`config.mk`:
```
export PLATFORM = sky130hd
export DESIGN_NAME = reorder_buf_flat
export DESIGN_NICKNAME = d
export VERILOG_FILES = /design/src/rtl/reorder_pkg.sv /design/src/rtl/reorder_buf_if.sv /design/src/rtl/reorder_buf_rename_table.sv /design/src/rtl/reorder_buf.sv /design/src/flat_wrapper.sv
export SDC_FILE = /design/constraint.sdc
export NUM_CORES = 1
export LEC_CHECK = 0
export CORE_MARGIN = 4
export CORE_UTILIZATION = 30
export DETAILED_ROUTE_END_ITERATION = 16
export PLACE_DENSITY = 0.42
export SLEW_MARGIN = 0
export SYNTH_ARGS = -nofsm -noshare
export SYNTH_HDL_FRONTEND = slang
export SYNTH_SLANG_ARGS = --single-unit
```
`constraint.sdc`:
```
create_clock -name clk -period 9.2 [get_ports clk]
set_clock_uncertainty 0.1 [all_clocks]
set_input_delay 0.92 -clock clk [delete_from_list [all_inputs] [get_ports clk]]
set_output_delay 0.92 -clock clk [all_outputs]
set_load 0.01 [all_outputs]
```
`src/rtl/reorder_pkg.sv`:
```
// Shared constants and helpers for the reorder buffer and its rename table.
// Ids run 1..ENTRIES; id 0 (NO_TAG) means "no producer" on the CDB and in the tag table.
// No logic of its own; the wrap increment is used for both head and tail pointers.
package reorder_pkg;

  localparam int ENTRIES = 7;
  localparam int ID_W    = 3;
  localparam int REG_W   = 5;

  localparam logic [ID_W-1:0] NO_TAG = '0;

  // Pointer step 1,2,...,ENTRIES,1 (id 0 is reserved and never visited).
  function automatic logic [ID_W-1:0] wrap_inc(input logic [ID_W-1:0] id);
    return (id == ID_W'(ENTRIES)) ? ID_W'(1) : id + ID_W'(1);
  endfunction

endpackage

```
`src/rtl/reorder_buf_if.sv`:
```
// Issue/CDB/lookup/commit bus between the reorder buffer and the pipeline around it.
// Pure wiring; lookup and commit outputs are combinational views of buffer state.
// No backpressure on commit; alloc_ready is the only stall signal.
interface reorder_buf_if #(
  parameter int DATA_W = 32
);
  import reorder_pkg::*;

  logic              alloc_valid;
  logic [REG_W-1:0]  alloc_dest;
  logic              alloc_wr;
  logic              alloc_ready;
  logic [ID_W-1:0]   alloc_id;

  logic [ID_W-1:0]   cdb_id;
  logic [DATA_W-1:0] cdb_data;
  logic              cdb_int;

  logic [REG_W-1:0]  src_reg;
  logic [ID_W-1:0]   src_tag;
  logic              src_ready;
  logic [DATA_W-1:0] src_data;

  logic              commit_valid;
  logic [ID_W-1:0]   commit_id;
  logic [REG_W-1:0]  commit_dest;
  logic              commit_wr;
  logic [DATA_W-1:0] commit_data;

  // Pipeline side: issues allocations, drives the CDB, asks for operands.
  modport master (
    output alloc_valid, alloc_dest, alloc_wr,
    input  alloc_ready, alloc_id,
    output cdb_id, cdb_data, cdb_int,
    output src_reg,
    input  src_tag, src_ready, src_data,
    input  commit_valid, commit_id, commit_dest, commit_wr, commit_data
  );

  // Reorder buffer side.
  modport slave (
    input  alloc_valid, alloc_dest, alloc_wr,
    output alloc_ready, alloc_id,
    input  cdb_id, cdb_data, cdb_int,
    input  src_reg,
    output src_tag, src_ready, src_data,
    output commit_valid, commit_id, commit_dest, commit_wr, commit_data
  );

endinterface

```
`src/rtl/reorder_buf_rename_table.sv`:
```
// Register -> pending producer id table (register 0 hardwired to NO_TAG).
// Write/clear take effect on the next edge; the read port is combinational.
// No backpressure; an allocation write beats a same-cycle commit clear on the same register.
// Optional clear-all port exists only when REORDER_BUF_FLUSH_EN is defined.
module rename_table
  import reorder_pkg::*;
#(
  parameter int REG_N = 32
) (
  input  logic             clk,
  input  logic             rst,
`ifdef REORDER_BUF_FLUSH_EN
  input  logic             clr_all,
`endif
  input  logic             wr_en,
  input  logic [REG_W-1:0] wr_reg,
  input  logic [ID_W-1:0]  wr_tag,
  input  logic             clr_en,
  input  logic [REG_W-1:0] clr_reg,
  input  logic [ID_W-1:0]  clr_tag,
  input  logic [REG_W-1:0] rd_reg,
  output logic [ID_W-1:0]  rd_tag
);

  logic [ID_W-1:0] tags [REG_N];

  // Tag updates: newest allocation wins; a commit only clears a tag it still owns.
  always_ff @(posedge clk or negedge rst) begin
    if (!rst) begin
      for (int r = 0; r < REG_N; r++) tags[r] <= NO_TAG;
    end else begin
      for (int r = 1; r < REG_N; r++) begin
`ifdef REORDER_BUF_FLUSH_EN
        if (clr_all) tags[r] <= NO_TAG;
        else
`endif
        if (wr_en && (wr_reg == REG_W'(r))) tags[r] <= wr_tag;
        else if (clr_en && (clr_reg == REG_W'(r)) && (tags[r] == clr_tag)) tags[r] <= NO_TAG;
      end
    end
  end

  assign rd_tag = (rd_reg == '0) ? NO_TAG : tags[rd_reg];

endmodule

```
`src/rtl/reorder_buf.sv`:
```
// 7-entry in-order-retire reorder buffer with register renaming and CDB capture.
// Alloc/CDB results visible one edge later; commit and operand lookup are combinational.
// alloc_ready drops when all entries are in use; commit has no backpressure.
// REORDER_BUF_FLUSH_EN adds a flush input that empties the buffer on the next edge.
module reorder_buf
  import reorder_pkg::*;
#(
  parameter int DATA_W = 32,
  parameter int REG_N  = 32
) (
  input  logic         clk,
  input  logic         rst,
`ifdef REORDER_BUF_FLUSH_EN
  input  logic         flush,
`endif
  reorder_buf_if.slave bus
);

  // Entry storage indexed directly by id; slot 0 is never allocated.
  logic              busy     [ENTRIES+1];
  logic              complete [ENTRIES+1];
  logic [REG_W-1:0]  dest     [ENTRIES+1];
  logic              wr       [ENTRIES+1];
  logic [DATA_W-1:0] result   [ENTRIES+1];

  logic [ID_W-1:0] head;
  logic [ID_W-1:0] tail;
  logic [ID_W-1:0] count;

  logic            has_room;
  logic            alloc_fire;
  logic            commit_fire;
  logic            cdb_fire;
  logic            ren_wr_en;
  logic [ID_W-1:0] src_tag;
  logic            cdb_hit;

  // Room is judged on the pre-commit count: a full buffer stalls even if the head retires now.
  assign has_room = (count != ID_W'(ENTRIES));

`ifdef REORDER_BUF_FLUSH_EN
  assign alloc_fire  = bus.alloc_valid && has_room && !flush;
  assign commit_fire = busy[head] && complete[head] && !flush;
`else
  assign alloc_fire  = bus.alloc_valid && has_room;
  assign commit_fire = busy[head] && complete[head];
`endif

  // Late or duplicate broadcasts (idle, free entry, already complete) are dropped.
  assign cdb_fire = (bus.cdb_id != NO_TAG) && busy[bus.cdb_id] && !complete[bus.cdb_id];

  // Entry state: commit frees the head, CDB completes a producer, allocation claims the tail.
  // These never collide: the tail is free when allocating and the head is already complete.
  always_ff @(posedge clk or negedge rst) begin
    if (!rst) begin
      for (int i = 0; i <= ENTRIES; i++) begin
        busy[i]     <= 1'b0;
        complete[i] <= 1'b0;
        dest[i]     <= '0;
        wr[i]       <= 1'b0;
        result[i]   <= '0;
      end
    end
`ifdef REORDER_BUF_FLUSH_EN
    else if (flush) begin
      for (int i = 0; i <= ENTRIES; i++) begin
        busy[i]     <= 1'b0;
        complete[i] <= 1'b0;
      end
    end
`endif
    else begin
      if (commit_fire) begin
        busy[head]     <= 1'b0;
        complete[head] <= 1'b0;
      end
      if (cdb_fire) begin
        complete[bus.cdb_id] <= 1'b1;
        result[bus.cdb_id]   <= bus.cdb_data;
        if (bus.cdb_int) wr[bus.cdb_id] <= 1'b0;
      end
      if (alloc_fire) begin
        busy[tail]     <= 1'b1;
        complete[tail] <= 1'b0;
        dest[tail]     <= bus.alloc_dest;
        wr[tail]       <= bus.alloc_wr;
      end
    end
  end

  // Head/tail pointers and occupancy; simultaneous alloc+commit leaves count unchanged.
  always_ff @(posedge clk or negedge rst) begin
    if (!rst) begin
      head  <= ID_W'(1);
      tail  <= ID_W'(1);
      count <= '0;
    end
`ifdef REORDER_BUF_FLUSH_EN
    else if (flush) begin
      head  <= tail;
      count <= '0;
    end
`endif
    else begin
      if (alloc_fire)  tail <= wrap_inc(tail);
      if (commit_fire) head <= wrap_inc(head);
      if (alloc_fire && !commit_fire)      count <= count + ID_W'(1);
      else if (!alloc_fire && commit_fire) count <= count - ID_W'(1);
    end
  end

  assign ren_wr_en = alloc_fire && bus.alloc_wr && (bus.alloc_dest != '0);

  rename_table #(
    .REG_N (REG_N)
  ) u_rename (
    .clk     (clk),
    .rst     (rst),
`ifdef REORDER_BUF_FLUSH_EN
    .clr_all (flush),
`endif
    .wr_en   (ren_wr_en),
    .wr_reg  (bus.alloc_dest),
    .wr_tag  (tail),
    .clr_en  (commit_fire),
    .clr_reg (dest[head]),
    .clr_tag (head),
    .rd_reg  (bus.src_reg),
    .rd_tag  (src_tag)
  );

  assign bus.alloc_ready  = has_room;
  assign bus.alloc_id     = tail;

  assign bus.commit_valid = commit_fire;
  assign bus.commit_id    = head;
  assign bus.commit_dest  = dest[head];
  assign bus.commit_wr    = wr[head];
  assign bus.commit_data  = result[head];

  // Operand lookup with a bypass from the result broadcast in this same cycle.
  assign cdb_hit       = (src_tag != NO_TAG) && (bus.cdb_id == src_tag);
  assign bus.src_tag   = src_tag;
  assign bus.src_ready = (src_tag == NO_TAG) || complete[src_tag] || cdb_hit;
  assign bus.src_data  = complete[src_tag] ? result[src_tag] : bus.cdb_data;

endmodule

```
`src/flat_wrapper.sv`:
```
// flat-port wrapper written by rule: the top's interface ports become plain ports
module reorder_buf_flat import reorder_pkg::*;
#(
  parameter int DATA_W = 32,
  parameter int REG_N  = 32
)
  (clk, rst, bus_alloc_valid, bus_alloc_dest, bus_alloc_wr, bus_alloc_ready, bus_alloc_id, bus_cdb_id, bus_cdb_data, bus_cdb_int, bus_src_reg, bus_src_tag, bus_src_ready, bus_src_data, bus_commit_valid, bus_commit_id, bus_commit_dest, bus_commit_wr, bus_commit_data);
  reorder_buf_if #(.DATA_W(DATA_W)) bus_i ();
  input  logic clk;
  input  logic rst;
  input wire logic [$bits(bus_i.alloc_valid)-1:0] bus_alloc_valid;
  input wire logic [$bits(bus_i.alloc_dest)-1:0] bus_alloc_dest;
  input wire logic [$bits(bus_i.alloc_wr)-1:0] bus_alloc_wr;
  output wire logic [$bits(bus_i.alloc_ready)-1:0] bus_alloc_ready;
  output wire logic [$bits(bus_i.alloc_id)-1:0] bus_alloc_id;
  input wire logic [$bits(bus_i.cdb_id)-1:0] bus_cdb_id;
  input wire logic [$bits(bus_i.cdb_data)-1:0] bus_cdb_data;
  input wire logic [$bits(bus_i.cdb_int)-1:0] bus_cdb_int;
  input wire logic [$bits(bus_i.src_reg)-1:0] bus_src_reg;
  output wire logic [$bits(bus_i.src_tag)-1:0] bus_src_tag;
  output wire logic [$bits(bus_i.src_ready)-1:0] bus_src_ready;
  output wire logic [$bits(bus_i.src_data)-1:0] bus_src_data;
  output wire logic [$bits(bus_i.commit_valid)-1:0] bus_commit_valid;
  output wire logic [$bits(bus_i.commit_id)-1:0] bus_commit_id;
  output wire logic [$bits(bus_i.commit_dest)-1:0] bus_commit_dest;
  output wire logic [$bits(bus_i.commit_wr)-1:0] bus_commit_wr;
  output wire logic [$bits(bus_i.commit_data)-1:0] bus_commit_data;
  assign bus_i.alloc_valid = bus_alloc_valid;
  assign bus_i.alloc_dest = bus_alloc_dest;
  assign bus_i.alloc_wr = bus_alloc_wr;
  assign bus_alloc_ready = bus_i.alloc_ready;
  assign bus_alloc_id = bus_i.alloc_id;
  assign bus_i.cdb_id = bus_cdb_id;
  assign bus_i.cdb_data = bus_cdb_data;
  assign bus_i.cdb_int = bus_cdb_int;
  assign bus_i.src_reg = bus_src_reg;
  assign bus_src_tag = bus_i.src_tag;
  assign bus_src_ready = bus_i.src_ready;
  assign bus_src_data = bus_i.src_data;
  assign bus_commit_valid = bus_i.commit_valid;
  assign bus_commit_id = bus_i.commit_id;
  assign bus_commit_dest = bus_i.commit_dest;
  assign bus_commit_wr = bus_i.commit_wr;
  assign bus_commit_data = bus_i.commit_data;
  reorder_buf #(.DATA_W(DATA_W), .REG_N(REG_N)) u_core (.clk(clk), .rst(rst), .bus(bus_i));
endmodule
```
==> reports/summary.txt, run 1 <==
Mapped Area: 23500 um^2
Clock transition at path regs: 60 ps
post-synth top area cell: dfrtp_1
initial antenna violation count: 2
Port Buf Inserts: 131
final instance area: 27300 um^2
die area: 83000 um^2
biggest regs: u_core.result x256, u_core.u_rename.tags x93, u_core.dest x40
drt pass-1 iters: 5
n_diodes: 0
ys flop type: dfrtp_1
core area: 77600 um^2
WS Path Type: input pin to output port
Seq/Total Area, Yosys: 0.449
pre-CTS setup slack: 2100 ps
final setup vio count: 0
RSZ-0062 raised after global routing: no
vias in the first global route: 18800
CTS tree: done
pin count of the biggest net entering global routing: 121
total global routing overflow: 0
wire length per cell: 26.2 um
Hold WS: 153 ps
P_leak: 12.1 nW
R2R depth: 9
first-pass GRT wire length: 125000 um
period utilization: 0.764
Max Fanout on Critical Path: 67
maximum vdd drop: 0.127 mV
Worst Tran Pin Value: 1090 ps
Post-DRT Antenna Nets: 0
gpl congestion: 0.797
Post-CTS Setup Inserts: 0
share of the synthesized area in the top cell type: 0.447
most frequent cells in the layout: 418 x dfrtp_1, 278 x mux2_2, 135 x and3_1, 135 x o211ai_1, 129 x clkdlybuf4s50_1
synth unique cells: 66
Post-DP HPWL: 47800 um
post-cts sizing count: 0
DRC errors left: 0
die extent in y: 288 um
Synth Register Bits: 422
Routed Wire Length: 84000 um
Top reg by flops: u_core.result
share of cells above drive strength 1: 0.221
initial core utilization: 0.303
P&R area growth vs syn: 16.1%
Worst setup EP type: output port
FILL cells: 7781
total power: 0.00505 W
commonest non-fill, non-tap cell in the layout: dfrtp_1
EDFF count, synth: 0
Vias/cell: 5.74
Std-Cell Rows: 102
Num CTS Buffers: 51
# hold bufs at CTS: 0
register area: 10600 um^2
Worst EP required: 8180 ps
Hold Path Class: input pin to asynchronous set/reset pin
Max Root-Sink Buffers: 3
Largest register FFs: 256
status: complete, no violations
multi-input logic area: 12100 um^2
Slew Viols, Final: 0
# Max-Cap Violations: 0
Post-Syn Nets: 2173
H-tree lvl count: 2
CP Launch Type: input pin
Final min period: 7030 ps
power per cell area: 185 nW/um^2
f_max: 142 MHz
number of hold violations in the final report: 0
GRT Total Usage: 0.198
Via Count: 18400
crit path DAT: 6010 ps
Synth Warn #: 3
dpl cell area: 25600 um^2
Sink Count: 422
Cells after Synth: 2117
Mean Syn Cell Area: 11.1 um^2
Root Buffer: clkbuf_16
Layout Nets: 2178
setup ws final: 2170 ps
Chip Width: 288 um
fraction of registers with async set/reset: 1.00
top cells by area, synth: dfrtp_1 45%, mux2_2 13%, o211ai_1 4.3%
I/O pin cnt: 132
initial drt markers: 1201
worst-skew pair later-pin latency: 600 ps
Rel. slew slack: 0.273
setup TNS: 0 ps
per-layer routing:
layer / vias up / part of all wire / wire [um] / global-route usage
li1: 8096 / - / - / -
met1: 9568 / 0.46 / 38600 / 0.275
met2: 582 / 0.46 / 38900 / 0.321
met3: 139 / 0.052 / 4400 / 0.0302
met4: 4 / 0.024 / 2040 / 0.0523
met5: - / 0.00025 / 21 / 0
report_power, final:
| group | total [W] | switching (W) | internal (W) |
|---|---|---|---|
| Combinational | 0.000697 | 0.000321 | 0.000376 |
| Sequential | 0.00228 | 0.000177 | 0.00211 |
| Clock | 0.00207 | 0.000844 | 0.00123 |
| Total | 0.00505 | 0.00134 | 0.00371 |
worst max-delay path, cell delays in order:
cell             delay, ps
clkdlybuf4s50_1       1110
mux4_2                 420
mux2i_1                250
nor2_1                 110
nor4_4                 300
buf_4                  820
a2111oi_0              170
or4_4                  900
mux2_2                 410
clkdlybuf4s50_1        550
worst paths after layout:
path                                              start                       end  slack [ps]
min in group clk                     u_core.result[243]        u_core.result[243]         300
worst max-delay path                     bus_src_reg[2]           bus_src_data[0]        2170
worst min-delay path                                rst         u_core.result[39]         150
worst min register to register       u_core.result[243]        u_core.result[243]         300
max in group asynchronous                           rst  u_core.u_rename.tags[49]        6600
worst max register to register  u_core.bus.commit_id[1]  u_core.u_rename.tags[64]        4690
metrics by stage:
step	util	instances
global route	0.352	3203
detailed placement	0.330	3109
global placement	0.330	3109
floorplan	-	2117
finish	0.352	3203
CTS	0.352	3203
cell families after synthesis:
kind of cell,count (synthesis),share of synthesized area
AO/OA/AOI/OAI,602,0.195
flip-flops,422,0.449
AND/OR/NAND/NOR,415,0.100
multiplexers,339,0.176
buffers and inverters,237,0.0406
XOR/XNOR,96,0.0357
adder cells (fa/ha/maj),6,0.00351
layout make-up:
type,instances,area share
multi-input cells,1458,0.442
clock inverters,12,0.00549
inverters,17,0.00233
clock buffers,82,0.0565
repair buffers,172,0.0592
flip-flops and latches,422,0.387
well taps,1040,0.0476
Yosys cell counts (17+ instances only):
| library cell | number |
|---|---|
| a21boi_0 | 119 |
| nand3_1 | 21 |
| o211ai_1 | 135 |
| mux4_2 | 20 |
| o21ai_0 | 26 |
| a22oi_1 | 126 |
| nand2_1 | 40 |
| nand4_1 | 66 |
| dfrtp_1 | 420 |
| inv_1 | 17 |
| nor3_1 | 44 |
| mux2_2 | 278 |
| mux2_4 | 30 |
| nor2_1 | 42 |
| and3_1 | 137 |
| xor2_1 | 95 |
| buf_1 | 30 |
| clkbuf_1 | 176 |
| a31oi_1 | 32 |
| a22o_1 | 102 |
(Power assumes the default switching activity.)
==> run 2: changes to the inputs <==
Clock period 9.2 ns to 6.7 ns, I/O delays scaled along.
==> run 2 against run 1 <==
  * Clock power is 37% higher
  * Largest power group unchanged
  * Cell count is 0.28% higher
  * Worst setup slack worse by 1500 ps
  * Critical path depth stayed put
  * Clock-buffer cell count is 4 lower
  * Global-route usage is 0.079 points lower
  * Hold slack better by 140 ps
==> reports/summary.txt, run 2 (synthesis results as in run 1) <==
Vias/cell: 5.71 (was 5.74)
Worst Hold End: u_core.result[239]
die extent in y: 288 um (unchanged)
gpl congestion: 0.778 (was 0.797)
Port Buf Inserts: 131 (unchanged)
slowest stage delay, CP: 1100 ps (was 1110 ps)
initial drt markers: 1359 (was 1201)
Post-DRT Antenna Nets: 0 (unchanged)
Critical R2R Launch: u_core.bus.commit_id[0] (was u_core.bus.commit_id[1])
Chip Width: 288 um (unchanged)
pre-CTS setup slack: 781 ps (was 2100 ps)
biggest regs: u_core.result x256, u_core.u_rename.tags x93, u_core.dest x40 (unchanged)
die area: 83000 um^2 (unchanged)
Rel. slew slack: 0.231 (was 0.273)
Root Buffer: clkbuf_16 (unchanged)
cell-internal power: 0.00509 W (was 0.00371 W)
Post-CTS Setup Inserts: 0 (unchanged)
net switching power: 0.00183 W (was 0.00134 W)
I/O pin cnt: 132 (unchanged)
Max Root-Sink Buffers: 3 (unchanged)
FF-to-FF setup slack: 2330 ps (was 4690 ps)
hold_sp: u_core.result[239]
core area: 77600 um^2 (unchanged)
period utilization: 0.894
Slew Viols, Final: 0 (unchanged)
vias in the first global route: 18700 (was 18800)
Seq pwr share: 0.453 (was 0.452)
Most common cell on crit path: clkdlybuf4s50_1 (unchanged)
Hold Path Class: register to register (was input pin to asynchronous set/reset pin)
R2R depth: 8 (was 9)
CP Buf/Inv Count: 3 (unchanged)
crit path DAT: 5220 ps (was 6010 ps)
CP max stage cell: clkdlybuf4s50_1 (unchanged)
drt pass-1 iters: 5 (unchanged)
f_max: 167 MHz
status: complete, no violations (unchanged)
R2R Path End: u_core.u_rename.tags[79] (was u_core.u_rename.tags[64])
Logic pwr share: 0.138 (about the same)
switching share of power: 0.265 (was 0.266)
CTS tree: done (unchanged)
setup TNS: 0 ps (unchanged)
commonest non-fill, non-tap cell in the layout: dfrtp_1 (unchanged)
Worst EP required: 5930 ps (was 8180 ps)
Layout Nets: 2186 (was 2178)
RSZ-0062 raised after global routing: no (unchanged)
share of cells above drive strength 1: 0.227 (was 0.221)
final setup vio count: 0 (unchanged)
Worst Hold Path Cells: 0
pin count of the biggest net entering global routing: 217 (was 121)
setup ws final: 710 ps (was 2170 ps)
P&R area growth vs syn: 16.7% (was 16.1%)
Max Fanout on Critical Path: 136 (was 67)
worst-skew pair later-pin latency: 610 ps (was 600 ps)
most frequent cells in the layout: 418 x dfrtp_1, 278 x mux2_2, 135 x and3_1, 135 x o211ai_1, 129 x clkdlybuf4s50_1 (unchanged)
total global routing overflow: 0 (unchanged)
initial antenna violation count: 2 (unchanged)
P_leak: 12.2 nW (was 12.1 nW)
Clock transition at path regs: 50 ps (was 60 ps)
FILL cells: 7786 (was 7781)
DRC errors left: 0 (unchanged)
initial core utilization: 0.303 (unchanged)
wire length per cell: 25.9 um (was 26.2 um)
number of hold violations in the final report: 0 (unchanged)
power per cell area: 252 nW/um^2 (was 185 nW/um^2)
Sink Count: 422 (unchanged)
CP Launch Type: input pin (unchanged)
crit-path cells: clkdlybuf4s50_1, nor2b_1, a221oi_1, a22oi_2, buf_4, a21boi_0, o211ai_1, nand4_1, mux2_4, clkdlybuf4s50_1 (was clkdlybuf4s50_1, mux4_2, mux2i_1, nor2_1, nor4_4, buf_4, a2111oi_0, or4_4, mux2_2, clkdlybuf4s50_1)
Top reg by flops: u_core.result (unchanged)
Final min period: 5990 ps
n_diodes: 0 (unchanged)
Worst Tran Pin Value: 1150 ps (was 1090 ps)
Worst setup EP type: output port (unchanged)
H-tree lvl count: 2 (unchanged)
Num CTS Buffers: 52 (was 51)
# Max-Cap Violations: 0 (unchanged)
GRT Total Usage: 0.197 (was 0.198)
# hold bufs at CTS: 1 (was 0)
Post-DP HPWL: 49400 um (was 47800 um)
Largest register FFs: 256 (unchanged)
maximum vdd drop: 0.169 mV (was 0.127 mV)
first-pass GRT wire length: 124000 um (was 125000 um)
Std-Cell Rows: 102 (unchanged)
Clock power frac: 0.409 (was 0.410)
WS Path Type: input pin to output port (unchanged)
Routed Wire Length: 83300 um (was 84000 um)
delay-heaviest family, CP: buffers and inverters (unchanged)
post-cts sizing count: 0 (unchanged)
Via Count: 18300 (was 18400)
-- run 2: cell count changes in the layout (fill, tap and decap cells not counted), moves of 2 or more --
| cell | before | now |
|---|---|---|
| clkbuf_1 | 17 | 11 |
| clkinv_2 | 7 | 12 |
| buf_12 | 0 | 4 |
| buf_4 | 41 | 43 |
| clkinvlp_4 | 0 | 2 |
-- run 2: final cells by class --
cell class	instances	area (um^2)	area share
inverter	17	63.8	0.00232
clock buffer	78	1560	0.0568
clock inverter	18	153	0.00556
multi-input combinational	1458	12100	0.440
timing repair buffer	179	1720	0.0628
sequential	422	10600	0.385
tap	1040	1300	0.0474
-- run 2: worst max-delay path by stage --
stage	from	to	depth (start not counted)
floorplan	bus_src_reg[0]	bus_src_data[10]	11
global placement	bus_src_reg[2]	bus_src_data[1]	11
detailed placement	bus_src_reg[2]	bus_src_data[11]	10
CTS	bus_src_reg[2]	bus_src_data[11]	10
global route	bus_src_reg[2]	bus_src_data[13]	10
finish	bus_src_reg[2]	bus_src_data[11]	10
-- run 2: metrics by stage --
stage	area (um^2)	power [W]	util	hold slack [ps]	std cells
final	27500	0.00693	0.354	295	3212
after detailed placement	25700	0.00414	0.332	285	3115
after floorplan	23500	0.00376	-	274	2117
after global routing	27500	0.00726	0.354	308	3212
after CTS	27500	0.00703	0.354	299	3212
after global placement	25700	0.00412	0.332	283	3115
-- run 2: worst register-to-register path, delay by kind of cell, from the launching register on --
family	cells	cell delay, ps
compound gates	4	1000
flops	1	1170
simple gates	3	1380
buf+inv	1	620
-- run 2: power groups by stage --
stage	clock [W]	sequential (W)	combinational (W)
floorplan	0	0.00309	0.000669
global placement	0	0.00317	0.000953
detailed placement	0	0.00317	0.000970
CTS	0.00293	0.00313	0.000972
global route	0.00302	0.00318	0.00106
finish	0.00283	0.00314	0.000956
-- run 2: metal layers --
metal,vias to the layer above,wire length [um],GRT usage
met1,9598,39000,0.279
met3,120,3950,0.0264
met2,507,38700,0.320
li1,8121,-,-
met4,2,1640,0.0456
met5,-,13,0
